<file path="src/rtl/uart_pkg.sv">
// Shared definitions for the NANO-link UART transmit path: the default byte
// width, the bit period at 115200 baud on the 50 MHz clock, the arbiter state
// encoding and a small width helper used to size counters.
package uart_pkg;

    localparam int BITS_N_DEFAULT      = 8;
    localparam int CLKS_PER_BIT_115200 = 434;

    typedef enum logic [1:0] {
        IDLE = 2'd0,
        SEND = 2'd1,
        GAP  = 2'd2
    } arb_state_e;

    // $clog2 clamped to at least one bit so degenerate parameters still give
    // a legal vector width.
    function automatic int clogMin1(input int value);
        int w;
        w = $clog2(value);
        return (w < 1) ? 1 : w;
    endfunction

endpackage

</file>
<file path="src/rtl/rr_pick.sv">
// Combinational round-robin picker: starting at ptr_i and wrapping modulo
// N_REQ, returns the first requesting index and whether anyone requests.
// Holds no state so any arbiter can reuse it with its own pointer policy.
module rr_pick
    import uart_pkg::*;
#(
    parameter int N_REQ = 3,
    parameter int PTR_W = clogMin1(N_REQ)
) (
    input  logic [N_REQ-1:0] req_valid_i,
    input  logic [PTR_W-1:0] ptr_i,
    output logic [PTR_W-1:0] winner_o,
    output logic             any_valid_o
);

    logic [PTR_W-1:0] candIdx;

    // Scan from the farthest offset back to offset 0 so the candidate
    // closest to the pointer overwrites everything behind it.
    always_comb begin
        winner_o    = '0;
        any_valid_o = 1'b0;
        candIdx     = '0;
        for (int k = N_REQ - 1; k >= 0; k--) begin
            candIdx = PTR_W'((int'(ptr_i) + k) % N_REQ);
            if (req_valid_i[candIdx]) begin
                winner_o    = candIdx;
                any_valid_o = 1'b1;
            end
        end
    end

endmodule

</file>
<file path="src/rtl/uart_tx_arbiter.sv">
// Shares one uart_tx serializer between N_REQ message sources. A granted
// source keeps the serializer until its last byte (or the per-grant byte
// limit), after which an idle gap lets the NANO find the packet boundary.
module uart_tx_arbiter
    import uart_pkg::*;
#(
    parameter int N_REQ         = 3,
    parameter int BITS_N        = BITS_N_DEFAULT,
    parameter int GAP_CLKS      = CLKS_PER_BIT_115200,
    parameter int MAX_PKT_BYTES = 16
) (
    input  logic                    clk,
    input  logic                    rst,
    input  logic [N_REQ*BITS_N-1:0] req_data,
    input  logic [N_REQ-1:0]        req_valid,
    input  logic [N_REQ-1:0]        req_last,
    output logic [N_REQ-1:0]        req_ready,
    output logic [BITS_N-1:0]       tx_data,
    output logic                    tx_valid,
    input  logic                    tx_ready,
    output logic [N_REQ-1:0]        grant,
    output logic                    busy,
    output logic                    overrun
);

    localparam int PTR_W = clogMin1(N_REQ);
    localparam int CNT_W = clogMin1(MAX_PKT_BYTES + 1);
    localparam int GAP_W = clogMin1(GAP_CLKS + 1);

    localparam logic [CNT_W-1:0] CNT_LAST = CNT_W'(MAX_PKT_BYTES - 1);
    localparam logic [GAP_W-1:0] GAP_LAST = GAP_W'((GAP_CLKS > 0) ? GAP_CLKS - 1 : 0);
    localparam logic [PTR_W-1:0] PTR_TOP  = PTR_W'(N_REQ - 1);

    arb_state_e       state_q,   state_d;
    logic [PTR_W-1:0] ptr_q,     ptr_d;
    logic [PTR_W-1:0] owner_q,   owner_d;
    logic [CNT_W-1:0] byteCnt_q, byteCnt_d;
    logic [GAP_W-1:0] gapCnt_q,  gapCnt_d;

    logic [PTR_W-1:0]  pickIdx;
    logic              pickAny;
    logic [BITS_N-1:0] ownerData;
    logic              ownerValid;
    logic              ownerLast;
    logic              sending;
    logic              xfer;
    logic              limitHit;
    logic              pktDone;
    logic [PTR_W-1:0]  nextPtr;

    rr_pick #(
        .N_REQ (N_REQ),
        .PTR_W (PTR_W)
    ) u_pick (
        .req_valid_i (req_valid),
        .ptr_i       (ptr_q),
        .winner_o    (pickIdx),
        .any_valid_o (pickAny)
    );

    // Route the current owner's byte, valid and last flag out of the request
    // buses; a constant-index mux keeps the selection free of width games.
    always_comb begin
        ownerData  = '0;
        ownerValid = 1'b0;
        ownerLast  = 1'b0;
        for (int i = 0; i < N_REQ; i++) begin
            if (owner_q == PTR_W'(i)) begin
                ownerData  = req_data[i*BITS_N +: BITS_N];
                ownerValid = req_valid[i];
                ownerLast  = req_last[i];
            end
        end
    end

    // Transfer qualification; reset forces everything quiet immediately so a
    // half-sent packet cannot leak another byte while rst is high.
    always_comb begin
        sending  = (state_q == SEND) && !rst;
        xfer     = sending && ownerValid && tx_ready;
        limitHit = (byteCnt_q == CNT_LAST);
        pktDone  = xfer && (ownerLast || limitHit);
        nextPtr  = (owner_q == PTR_TOP) ? '0 : owner_q + PTR_W'(1);
    end

    // Output decode: only the owner sees tx_ready, and only during SEND.
    always_comb begin
        req_ready = '0;
        grant     = '0;
        for (int i = 0; i < N_REQ; i++) begin
            if (sending && (owner_q == PTR_W'(i))) begin
                req_ready[i] = tx_ready;
                grant[i]     = 1'b1;
            end
        end
        tx_data  = sending ? ownerData : '0;
        tx_valid = sending && ownerValid;
        busy     = (state_q != IDLE) && !rst;
        overrun  = xfer && !ownerLast && limitHit;
    end

    // Next-state logic: arbitrate from IDLE, stay locked in SEND until the
    // packet ends or hits the byte limit, then sit out the gap.
    always_comb begin
        state_d   = state_q;
        ptr_d     = ptr_q;
        owner_d   = owner_q;
        byteCnt_d = byteCnt_q;
        gapCnt_d  = gapCnt_q;
        case (state_q)
            IDLE: begin
                if (pickAny) begin
                    state_d   = SEND;
                    owner_d   = pickIdx;
                    byteCnt_d = '0;
                end
            end
            SEND: begin
                if (xfer) begin
                    byteCnt_d = byteCnt_q + CNT_W'(1);
                end
                if (pktDone) begin
                    ptr_d    = nextPtr;
                    gapCnt_d = '0;
                    if (GAP_CLKS == 0) begin
                        state_d = IDLE;
                    end else begin
                        state_d = GAP;
                    end
                end
            end
            GAP: begin
                if (gapCnt_q == GAP_LAST) begin
                    state_d = IDLE;
                end else begin
                    gapCnt_d = gapCnt_q + GAP_W'(1);
                end
            end
            default: begin
                state_d = IDLE;
            end
        endcase
    end

    // State register with synchronous reset back to an idle, pointer-zero
    // arbiter.
    always_ff @(posedge clk) begin
        if (rst) begin
            state_q   <= IDLE;
            ptr_q     <= '0;
            owner_q   <= '0;
            byteCnt_q <= '0;
            gapCnt_q  <= '0;
        end else begin
            state_q   <= state_d;
            ptr_q     <= ptr_d;
            owner_q   <= owner_d;
            byteCnt_q <= byteCnt_d;
            gapCnt_q  <= gapCnt_d;
        end
    end

    // Structural sanity: never more than one owner, and an overrun is always
    // tied to an actual byte transfer.
    assert property (@(posedge clk) disable iff (rst) $onehot0(grant));
    assert property (@(posedge clk) disable iff (rst) overrun |-> (tx_valid && tx_ready));

endmodule

</file>
<file path="config.mk">
export PLATFORM = sky130hd
export DESIGN_NAME = uart_tx_arbiter
export DESIGN_NICKNAME = d
export VERILOG_FILES = /design/src/rtl/uart_pkg.sv /design/src/rtl/rr_pick.sv /design/src/rtl/uart_tx_arbiter.sv
export SDC_FILE = /design/constraint.sdc
export NUM_CORES = 1
export LEC_CHECK = 0
export ABC_AREA = 1
export CORE_MARGIN = 5
export CORE_UTILIZATION = 45
export DETAILED_ROUTE_END_ITERATION = 12
export HOLD_SLACK_MARGIN = 0.05
export PLACE_DENSITY_LB_ADDON = 0.12
export SLEW_MARGIN = 10
export SYNTH_ARGS = -nofsm -noshare
export SYNTH_HDL_FRONTEND = slang
export SYNTH_SLANG_ARGS = --single-unit
</file>
<file path="constraint.sdc">
create_clock -name clk -period 3.23 [get_ports clk]
set_clock_uncertainty 0.15 [all_clocks]
set_input_delay 0.646 -clock clk [delete_from_list [all_inputs] [get_ports clk]]
set_output_delay 0.646 -clock clk [all_outputs]
set_load 0.005 [all_outputs]
</file>
After elaboration in Yosys (flattened, before gate mapping)
Cells that the tools add are included.
W data, S select, Z words.
{"block": "totals", "elab_cells": 89, "inputBits": 33, "out_inout_bits": 17, "reg_bits": 20}
{"block": "classes", "addsub": 5, "eq_ne": 11, "reduce_logical": 23, "div": 3, "n_mux": 39, "n_lt_le_gt_ge": 3}
{"operator": "$mod A32 B3 Y32 const B", "n": 2}
{"operator": "$mod A3 B3 Y32 const B", "n": 1}
{"operator": "$mux W8", "n": 4}
{"operator": "$mux W1", "n": 18}
{"operator": "$mux W9", "n": 2}
{"operator": "$pmux W9 S2", "n": 1}
{"operator": "$mux W2", "n": 7}
{"operator": "$logic_and A1 B1 Y1", "n": 10}
{"operator": "$mux W5", "n": 2}
{"operator": "$ne A2 B2 Y1 const B", "n": 5}
{"operator": "$pmux W5 S2", "n": 1}
{"operator": "$add A9 B1 Y9 const B", "n": 1}
{"operator": "$eq A9 B9 Y1 const B", "n": 1}
{"operator": "$lt A2 B3 Y1 const B", "n": 3}
{"operator": "$reduce_and A3 Y1", "n": 3}
{"operator": "$bmux W1 S2", "n": 3}
{"operator": "$pmux W2 S3", "n": 1}
{"operator": "$reduce_bool A2 Y1", "n": 3}
{"operator": "$add A5 B1 Y5 const B", "n": 1}
{"operator": "$eq A5 B4 Y1 const B", "n": 1}
{"operator": "$eq A2 B1 Y1 const B", "n": 2}
{"operator": "$eq A2 B2 Y1 const B", "n": 2}
{"operator": "$logic_not A2 Y1", "n": 2}
{"operator": "$reduce_and A2 Y1", "n": 2}
{"operator": "other kinds (5)", "n": 6}

Depth between registers and ports, before layout
Gate-level depths: netlist of the first run.
{"block": "depth", "depth_word": 9, "mapped_depth": 11, "mapped_depth_nobuf": 11}

By module
From an unflattened synthesis of the first run, not the netlist that was laid out.
{"block": "hier_totals", "hier_cells": 273, "hier_area_um2": 1773.0}
{"mod": "uart_tx_arbiter", "cells_per_inst": 232, "area_each_um2": 1562.7, "n_inst": 1}
{"mod": "rr_pick", "cells_per_inst": 41, "area_each_um2": 210.2, "n_inst": 1}

Least setup slack after synthesis of the first run
OpenSTA, ideal clock, no wires.
{"block": "synth_timing", "kind": "input -> output", "from": "input rst", "to": "output tx_data[0]", "path_stages": 5, "arrival_ps": 1227, "setup_slack_ps": 1207, "t_required_ps": 2434, "n_path_buf": 0, "cell_sequence": "nor2_8 > inv_1 > nor2_1 > nand2_1 > nand3_1"}
{"block": "synth_via", "elab_chain_cells": 3}
{"item": "from (decl)", "line_no": "uart_tx_arbiter.sv:13", "source": "input logic rst,"}
{"item": "$logic_not A1 Y1", "line_no": "uart_tx_arbiter.sv:79", "source": "sending = (state_q == SEND) && !rst;"}
{"item": "$logic_and A1 B1 Y1", "line_no": "uart_tx_arbiter.sv:79"}
{"item": "$mux W8", "line_no": "uart_tx_arbiter.sv:96", "source": "tx_data = sending ? ownerData : '0;"}
{"item": "to (decl)", "line_no": "uart_tx_arbiter.sv:18", "source": "output logic [BITS_N-1:0] tx_data,"}
No other way between the ends.

Worst setup path in the final report of the first run
{"block": "layout_timing", "from": "input rst", "to": "output overrun"}
{"block": "layout_via", "elab_chain_cells": 6}
{"item": "$logic_not A1 Y1", "line_no": "uart_tx_arbiter.sv:79"}
{"item": "$logic_and A1 B1 Y1", "line_no": "uart_tx_arbiter.sv:79"}
{"item": "$logic_and A1 B1 Y1 (2 in series)", "line_no": "uart_tx_arbiter.sv:80", "source": "xfer = sending && ownerValid && tx_ready;"}
{"item": "$logic_and A1 B1 Y1 (2 in series)", "line_no": "uart_tx_arbiter.sv:99", "source": "overrun = xfer && !ownerLast && limitHit;"}
{"item": "to (decl)", "line_no": "uart_tx_arbiter.sv:23", "source": "output logic overrun"}
No other way between the ends.

==> results.md, run 1 <==
* Routed WL at 4.07 mm
* DRC viols at 0
* Syn_nets at 300
* Post-CTS Setup Inserts at 0
* Area growth syn-to-layout at 35.8%
* Max-slew violations at 0
* WS Path Type: input pin to output port
* Fin. Hold Viols at 0
* CP peak stage delay at 0.52 ns
* Top-area cell type share of the netlist area at about a quarter
* Total gr overflow at 0
* Commonest cells after routing, fill and taps aside: nand2_1, clkdlybuf4s50_1, inv_1
* CTS tree: built
* Startpoint types: input pin
* Fin util at a little over three fifths
* Core box area at roughly 3600 um^2
* RSZ-0062 raised after global routing: false
* Final nets at 353
* Power Density at between 300 and 400 nW/um^2
* VDD IR max at between 0.2 and 0.3 mV
* #FFs+latches synth at 20
* Vias at 1,787
* Post-synth top flop: dfxtp_1
* Synth area leaders: dfxtp_1, nand2_1, nand3_1, inv_1, nor2_1
* Tightest Pin Transition at roughly 0.5 ns
* H-Tree Depth at 1
* Post-synth EDFFs at 0
* Cell area after synthesis at 1660 um^2
* Async set-or-reset flop fraction in the synthesized netlist at 0%
* Leakage at about 0.00095 uW
* Sequential fraction of the synthesis area at 24.2%
* Clock Sinks at 20
* # rows at 22
* Hold crit path type: register to register
* CP delay by family, top: buffers and inverters
* Cell breakdown of the critical path: clkdlybuf4s50_1 -> nor2_8 -> nand2_4 -> nor2_8 -> nand2_2 -> nor2_1 -> clkdlybuf4s50_1
* Setup crit end kind: output port
* Mapped Cells at 261
* Initial Util at a little under half
* Filler Cells Inserted at 367
* CP required at around 2.4 ns
* Hold_ws at between 0.3 and 0.4 ns
* GRT Overall Usage at between 10% and 20%
* Final Total Pwr at 792 uW
* Port bufs at slightly below 50
* Share of cells above drive strength 1 at about 11%
* TNS Setup at 0 ns
* Crit-path slowest cell: clkdlybuf4s50_1
* Worst-path clk slew at about 0.07 ns
* CP arrival at between 2 and 2.5 ns
* Max_slew headroom at around 66%
* Largest net degree at the start of global routing at 16
* Clock root cell: clkbuf_8
* Vias in the first global route at ~1,600
* Clock Latency Late Sink at ~0.25 ns
* CP bufs+invs at 2
* Antenna viol nets, final at 0
* Max-cap viol count at 0
* First-pass GRT wire length at just under 7 mm
* Die H at ~70 um
* Drt initial violations at 80
* Die area at 5000 um^2
* Clock tree buffer depth at 2
* Routed wire per std cell at 11.3 um
* Final Critical Period at a little over 3 ns
* Tcrit/Tclk final at 96.2%
* Inst Count DP at 357
* Layout Cells excl Fill at about 360
* HPWL Detailed at 3.22 mm
* # setup viols final at 0
* Final Wtd Congestion at 0.820
* Hold-fix buffers at CTS at 0
* Outcome: finished, final reports clean
* Yosys Warn Count at 0
* Fmax at 322 MHz
* Syn_area_per_cell at around 6.4 um^2
* Largest area contributor in the netlist: dfxtp_1
* Initial antenna violation count at 0
* Ant diodes at 0
* Commonest non-fill, non-tap cell in the layout: nand2_1
* Max FO, Critical Path at 6
* DIE WIDTH at approximately 71 um
* Post-CTS sizing at 0
* Num CTS Buffers at 3
* Detailed Routing Iterations Pass 1 at 4
* DR vias/cell at a little under 5
* IO Count at 50
* Post-synth cell types at 24
==> synthesized netlist by cell type, types with 6 or more instances <==
master and instances:
nand4_1 6, dfxtp_1 20, nand2_2 8, ha_1 6, nand2_1 70, nor2_1 24, a21oi_1 17, o21ai_0 6
inv_1 38, nand3_2 6, nand3_1 31, nor3_1 6
==> registers in the layout, indices dropped and copies added (netlist names) <==
signal,flops
state_q,2
owner_q,2
byteCnt_q,5
gapCnt_q,9
ptr_q,2
==> worst paths after layout <==
path | start | endpoint | slack, ns | depth (start not counted)
worst min register to register | ptr_q[1] | ptr_q[1] | 0.33 | 2
worst max register to register | ptr_q[0] | byteCnt_q[3] | 1.33 | 10
worst max-delay path | rst | overrun | 0.12 | 7
worst min-delay path | ptr_q[1] | ptr_q[1] | 0.33 | 2
==> layer usage <==
layer  track usage, %  up-vias  share of wire [%]
li1                 -      947                  -
met1             22.2      788                 49
met2             27.4       48                 44
met3             2.41        4                6.3
met4             3.55        0               0.57
met5                0        -                  0
==> area by class of cell <==
| type | count | area (um^2) | area share [%] |
|---|---|---|---|
| inverters | 40 | 150 | 6.67 |
| clock buffers | 4 | 55.1 | 2.44 |
| multi-input cells | 198 | 1080 | 48.0 |
| repair buffers | 51 | 505 | 22.4 |
| flip-flops and latches | 20 | 400 | 17.8 |
| well taps | 48 | 60.1 | 2.67 |
==> where the power goes <==
part	total, uW	leakage, uW	switching [uW]	internal (uW)
registers	280	0.000162	19.7	261
logic	327	0.000759	181	146
clock network	185	0.0000288	76.9	108
total	792	0.000950	277	515
==> stage by stage <==
stage          setup slack [ns]  cell area, um^2
2_1_floorplan              1.21             1660
3_3_place_gp              0.131             2200
3_5_place_dp              0.118             2200
4_1_cts                   0.116             2250
5_1_grt                 0.00253             2250
6_report                  0.123             2250
==> worst register-to-register path, delay by kind of cell (launching register included) <==
kind	cells	cell delay (ns)
AO/OA/AOI/OAI	1	0.05
adder cells (fa/ha/maj)	1	0.35
buffers and inverters	1	0.06
flip-flops	1	0.34
AND/OR/NAND/NOR	7	0.85
==> logic make-up (layout without fill, tap and decap cells) <==
| logic type | Yosys count | in the layout | share of synthesized area, % |
|---|---|---|---|
| simple gates | 162 | 162 | 50.0 |
| buf+inv | 43 | 95 | 10.6 |
| compound gates | 28 | 28 | 9.58 |
| flops | 20 | 20 | 24.2 |
| fa+ha+maj | 6 | 6 | 4.53 |
| xor+xnor | 2 | 2 | 1.06 |
No activity file was read; power rests on OpenSTA's default activity.
==> inputs of run 2 (changes only) <==
CORE_UTILIZATION = 43   (was 45)
clock period = 2.8 ns   (was 3.23 ns; I/O delays follow)
==> run 2 against run 1 <==
Final cell count up 2.5%. Global-route usage down 0.12 points. Sequential power up 16%. Die area up 4.0%. Register-to-register slack worse by 0.42 ns. Core utilization up 0.50 points. Sequential share of layout area down 0.48 points. Setup slack worse by 0.020 ns. Critical endpoint is now tx_valid.
==> results.md, run 2 (synthesized netlist as in run 1, its figures left out) <==
* Hold-fix buffers at CTS at 0
* Startpoint types: input pin
* Switch share at between 30% and 40%
* Die area at 5200 um^2
* Final Worst Setup Slack at just over 0.1 ns
* Outcome: finished, final reports clean
* Fmax at roughly 370 MHz
* # setup viols final at 0
* CTS tree: built
* P_sw at around 320 uW
* Post-CTS Setup Inserts at 0
* Worst-path clk slew at around 0.070 ns
* Tightest Pin Transition at 0.524 ns
* Vias in the first global route at 1,600
* Num CTS Buffers at 3
* Final nets at about 360
* DRC viols at 0
* Tcrit/Tclk final at between 90 and 100%
* Routed WL at a little over 4 mm
* Detailed Routing Iterations Pass 1 at 4
* DR vias/cell at around 4.8
* Clock share of power at between 20% and 30%
* Max-slew violations at 0
* Initial antenna violation count at 0
* Clock Sinks at 20
* Fin. Hold Viols at 0
* Regs by FF count: gapCnt_q x9, byteCnt_q x5
* # rows at 22
* Final Wtd Congestion at between 0.8 and 0.9
* Final Critical Period at approximately 2.7 ns
* Routed wire per std cell at roughly 11 um
* RSZ-0062 raised after global routing: false
* Cell breakdown of the critical path: clkdlybuf4s50_1 -> nand2_1 -> nand2_1 -> nand2_4 -> nor2_8 -> buf_4 -> clkdlybuf4s50_1
* IO Count at 50
* Leakage at 0.00101 uW
* Max FO, Critical Path at 3
* Seq pwr share at 34.8%
* VDD IR max at around 0.24 mV
* Max reg flops at 9
* Share of cells above drive strength 1 at approximately 14%
* Area growth syn-to-layout at 40.1%
* Largest net degree at the start of global routing at 16
* Dpl ws at -0.114 ns
* Port bufs at just under 50
* CP peak stage delay at around 0.50 ns
* First-pass GRT wire length at ~7 mm
* CP required at 2.09 ns
* Core box area at about 3700 um^2
* Power Density at between 400 and 500 nW/um^2
* Commonest cells after routing, fill and taps aside: nand2_1, clkdlybuf4s50_1, inv_1
* Antenna viol nets, final at 0
* Fin util at 63.0%
* Die H at just over 70 um
* Clock root cell: clkbuf_8
* Int Pwr at around 600 uW
* DIE WIDTH at approximately 72 um
* CP arrival at about 2.0 ns
* Total gr overflow at 0
* Clock tree buffer depth at 2
* WS Path Type: input pin to output port
* H-Tree Depth at 1
* HPWL Detailed at roughly 3.2 mm
* Initial Util at 44.9%
* Commonest non-fill, non-tap cell in the layout: nand2_1
* Crit-path slowest cell: clkdlybuf4s50_1
* Max_slew headroom at between 60% and 70%
* Max-cap viol count at 0
* Clock Latency Late Sink at 0.25 ns
* Combinational share of power at approximately 42%
* Setup crit end kind: output port
* Hold crit path type: register to register
* Vias at around 1,800
* Drt initial violations at 80
* Most flop-heavy register: gapCnt_q
* Ant diodes at 0
* GRT Overall Usage at 16.2%
run 2: cell types whose count changed in the layout (fill, tap and decap cells not counted), sizes merged:
cell           previous run  this run
buf                       2        11
clkdlybuf4s50            49        47
dlygate4sd2               0         1
dlymetal6s2s              0         1
run 2: power groups by stage:
stage	sequential [uW]	combinational, uW	clock [uW]
global placement	330	397	0
finish	324	394	215
detailed placement	330	398	0
CTS	324	399	225
floorplan	319	243	0
global route	327	436	237
run 2: timing repair:
item | in CTS | in global routing
gates resized for setup | 1 | 2
pin swaps | 0 | 0
gates cloned | 0 | 0
setup endpoints to repair | 6 | 7
run 2: critical path, delay by kind of cell:
kind	cells	cell delay [ns]
buffers and inverters	3	1.10
and+or+nand+nor	4	0.32
run 2: cell type report:
cell class / count / area, um^2
Clock buffer: 4 / 55.1
Fill cell: 367 / 1370
Inverter: 40 / 150
Multi-Input combinational cell: 198 / 1080
Sequential cell: 20 / 402
Tap cell: 48 / 60.1
Timing Repair Buffer: 60 / 574
run 2: worst paths after layout:
check          startpoint           end  slack [ns]  cells after the start
max reg2reg      ptr_q[0]  byteCnt_q[4]        0.91                     10
min reg2reg  byteCnt_q[4]  byteCnt_q[4]        0.34                      2
min          byteCnt_q[4]  byteCnt_q[4]        0.34                      2
max          req_valid[1]      tx_valid        0.10                      7
run 2: stage by stage:
step                      setup TNS [ns]  power, uW  hold slack [ns]  cells  cell area [um^2]
after floorplan                        0        562            0.301    261              1660
after CTS                              0        948            0.344    370              2320
after global placement            -0.344        727            0.324    366              2260
after detailed placement          -0.469        728            0.333    366              2260
final                                  0        933            0.342    370              2320
after global routing                   0       1000            0.382    370              2320
run 2: routing by layer:
| layer | vias up | GRT usage (%) | routed length (um) | share of wire [%] |
|---|---|---|---|---|
| met2 | 41 | 27.5 | 1810 | 44 |
| met3 | 4 | 2.22 | 250 | 6.1 |
| met4 | 0 | 3.34 | 27 | 0.66 |
| met5 | - | 0 | 0 | 0 |
| li1 | 960 | - | - | - |
| met1 | 762 | 21.9 | 1990 | 49 |
==> inputs of run 3 (changes only) <==
ABC_AREA = not set   (was 1)
CORE_UTILIZATION = 40   (was 43)
SLEW_MARGIN = not set   (was 10)
TNS_END_PERCENT = 1   (was not set)
==> run 3 against run 2 <==
Clock power grew 11%. Count of clock-buffer cells in the layout shrank 1. Largest power group is now sequential cells. Worst hold slack gained 0.015 ns. Largest cell class unchanged. Fmax grew 4.3%. Final cell count shrank 25%. Critical path depth shrank 3. Die area shrank 8.4%. Sequential share of layout area grew 1.9 points. Area after synthesis shrank 16%. Register-to-register slack lost 0.47 ns. Non-clock buffer count grew 3. Synthesized cell count shrank 34%.
==> results.md, run 3 <==
* Die area at roughly 4800 um^2
* Tightest Pin Transition at 0.356 ns
* Total gr overflow at 0
* Syn_area_per_cell at ~8.0 um^2
* VDD IR max at ~0.20 mV
* Final Wtd Congestion at between 0.7 and 0.8
* Clock Sinks at 20
* Worst-path clk slew at 0.12 ns
* Cell area after synthesis at between 1000 and 1500 um^2
* Outcome: finished, final reports clean
* Regs by FF count: gapCnt_q x9, byteCnt_q x5
* Hold crit path type: register to register
* GRT Overall Usage at 17.0%
* IO Count at 50
* # setup viols final at 0
* Final Total Pwr at 761 uW
* Antenna viol nets, final at 0
* Num CTS Buffers at 3
* Largest area contributor in the netlist: dfxtp_1
* Drt initial violations at 67
* HPWL Detailed at approximately 3.1 mm
* Ant diodes at 0
* Syn_nets at 212
* Port bufs at 49
* Synth area leaders: dfxtp_1, mux2i_1, nor2_1, ha_1, a21oi_1
* R2R Setup Slk at 0.44 ns
* Initial Util at 41.4%
* DIE WIDTH at between 60 and 70 um
* Final Critical Period at 2.59 ns
* Detailed Routing Iterations Pass 1 at 4
* WS Path Type: input pin to output port
* CP required at between 2 and 2.5 ns
* Clock Latency Late Sink at 0.31 ns
* Startpoint types: input pin
* Fmax at just under 400 MHz
* Max FO, Critical Path at 5
* CP arrival at ~1.9 ns
* Yosys Warn Count at 0
* Routed wire per std cell at about 14 um
* Final nets at about 270
* Routed WL at just under 4 mm
* Core box area at between 3000 and 4000 um^2
* Clock root cell: clkbuf_4
* Post-synth EDFFs at 0
* Max reg flops at 9
* DRC viols at 0
* Vias in the first global route at between 1,000 and 1,500
* Post-CTS Setup Inserts at 0
* Hold-fix buffers at CTS at 0
* Synth top cells by count: nor2_1, dfxtp_1, mux2i_1, a21oi_1, nand2_1
* Commonest cells after routing, fill and taps aside: clkdlybuf4s50_1, nor2_1, dfxtp_1
* Top-area cell type share of the netlist area at between 20% and 30%
* Die H at roughly 69 um
* DR vias/cell at about 5.2
* Area growth syn-to-layout at 50.0%
* Power Density at 364 nW/um^2
* Max-slew violations at 0
* TNS Setup at 0 ns
* Vias at 1,446
* Initial antenna violation count at 0
* CTS tree: built
* Clock tree buffer depth at 2
* Sequential fraction of the synthesis area at 28.8%
* First-pass GRT wire length at 6.85 mm
* H-Tree Depth at 1
* Async set-or-reset flop fraction in the synthesized netlist at 0%
* Max_slew headroom at around three quarters
* Fin. Hold Viols at 0
* Setup crit end kind: output port
* Post-synth cell types at 44
* #FFs+latches synth at 20
* Largest net degree at the start of global routing at 16
* Leakage at ~0.00094 uW
* RSZ-0062 raised after global routing: false
* Mapped Cells at between 150 and 200
* Tcrit/Tclk final at roughly 90%
* Most flop-heavy register: gapCnt_q
* Share of cells above drive strength 1 at about 13%
* Commonest non-fill, non-tap cell in the layout: clkdlybuf4s50_1
* Cell with the most instances after synthesis: nor2_1
* # rows at 21
* Post-synth top flop: dfxtp_1
* Max-cap viol count at 0
run 3: changes by cell type in the layout (fill, tap and decap cells not counted), sizes merged, moves of 5 or more:
cell	previous run	this run
dlymetal6s2s	1	8
xor2	1	6
clkdlybuf4s50	47	38
nand3	38	2
a21oi	22	14
mux2i	0	14
nand2	81	12
inv	40	6
and3	0	7
nor2	28	34
run 3: layout make-up:
cell class / instances / area, um^2
clock inverters: 1 / 30.0
inverters: 6 / 22.5
multi-input cells: 139 / 945
well taps: 46 / 57.6
fillers: 352 / 1270
repair buffers: 63 / 612
clock buffers: 3 / 22.5
flip-flops and latches: 20 / 400
run 3: critical path: stages:
cell	delay (ns)
clkdlybuf4s50_1	0.51
buf_4	0.15
and3_1	0.14
clkdlybuf4s50_1	0.51
run 3: worst paths after layout:
path / from / to / depth (start not counted)
max: tx_ready / req_ready[0] / 4
min: gapCnt_q[1] / gapCnt_q[1] / 2
max reg2reg: ptr_q[0] / byteCnt_q[4] / 7
min reg2reg: gapCnt_q[1] / gapCnt_q[1] / 2
run 3: metal layers:
metal / GRT usage, % / share of wire (%) / vias up / routed length (um)
li1: - / - / 728 / -
met1: 21.6 / 46 / 690 / 1800
met2: 29.8 / 50 / 24 / 1950
met3: 2.76 / 2.6 / 4 / 100
met4: 3.90 / 0.85 / 0 / 33
met5: 0 / 0 / - / 0
run 3: stage by stage:
step | setup slack [ns] | hold WS [ns] | utilization, % | area, um^2 | std cells
2_1_floorplan | 0.692 | 0.315 | - | 1390 | 173
3_3_place_gp | -0.0662 | 0.328 | 59.7 | 2010 | 274
3_5_place_dp | -0.107 | 0.344 | 59.7 | 2010 | 274
4_1_cts | -0.00798 | 0.362 | 61.5 | 2070 | 278
5_1_grt | 0.134 | 0.394 | 62.1 | 2090 | 278
6_report | 0.215 | 0.357 | 62.1 | 2090 | 278
run 3: power breakdown:
part / switching [uW] / internal (uW)
clock network: 93.8 / 145
logic: 98.8 / 124
registers: 7.40 / 292
total: 200 / 561
run 3: kinds of logic (layout without fill, tap and decap cells):
kind of cell	after synthesis	count (layout)	synth area share [%]
XOR/XNOR	7	7	4.40
buffers and inverters	14	73	4.31
multiplexers	15	15	10.9
adder cells (fa/ha/maj)	8	8	6.83
AO/OA/AOI/OAI	31	31	16.6
AND/OR/NAND/NOR	78	78	28.2
flip-flops	20	20	28.8
run 3: timing repair:
action | 4_1_cts | 5_1_grt
pin swaps | 2 | 0
resized for setup | 6 | 9
setup endpoints to repair | 7 | 11
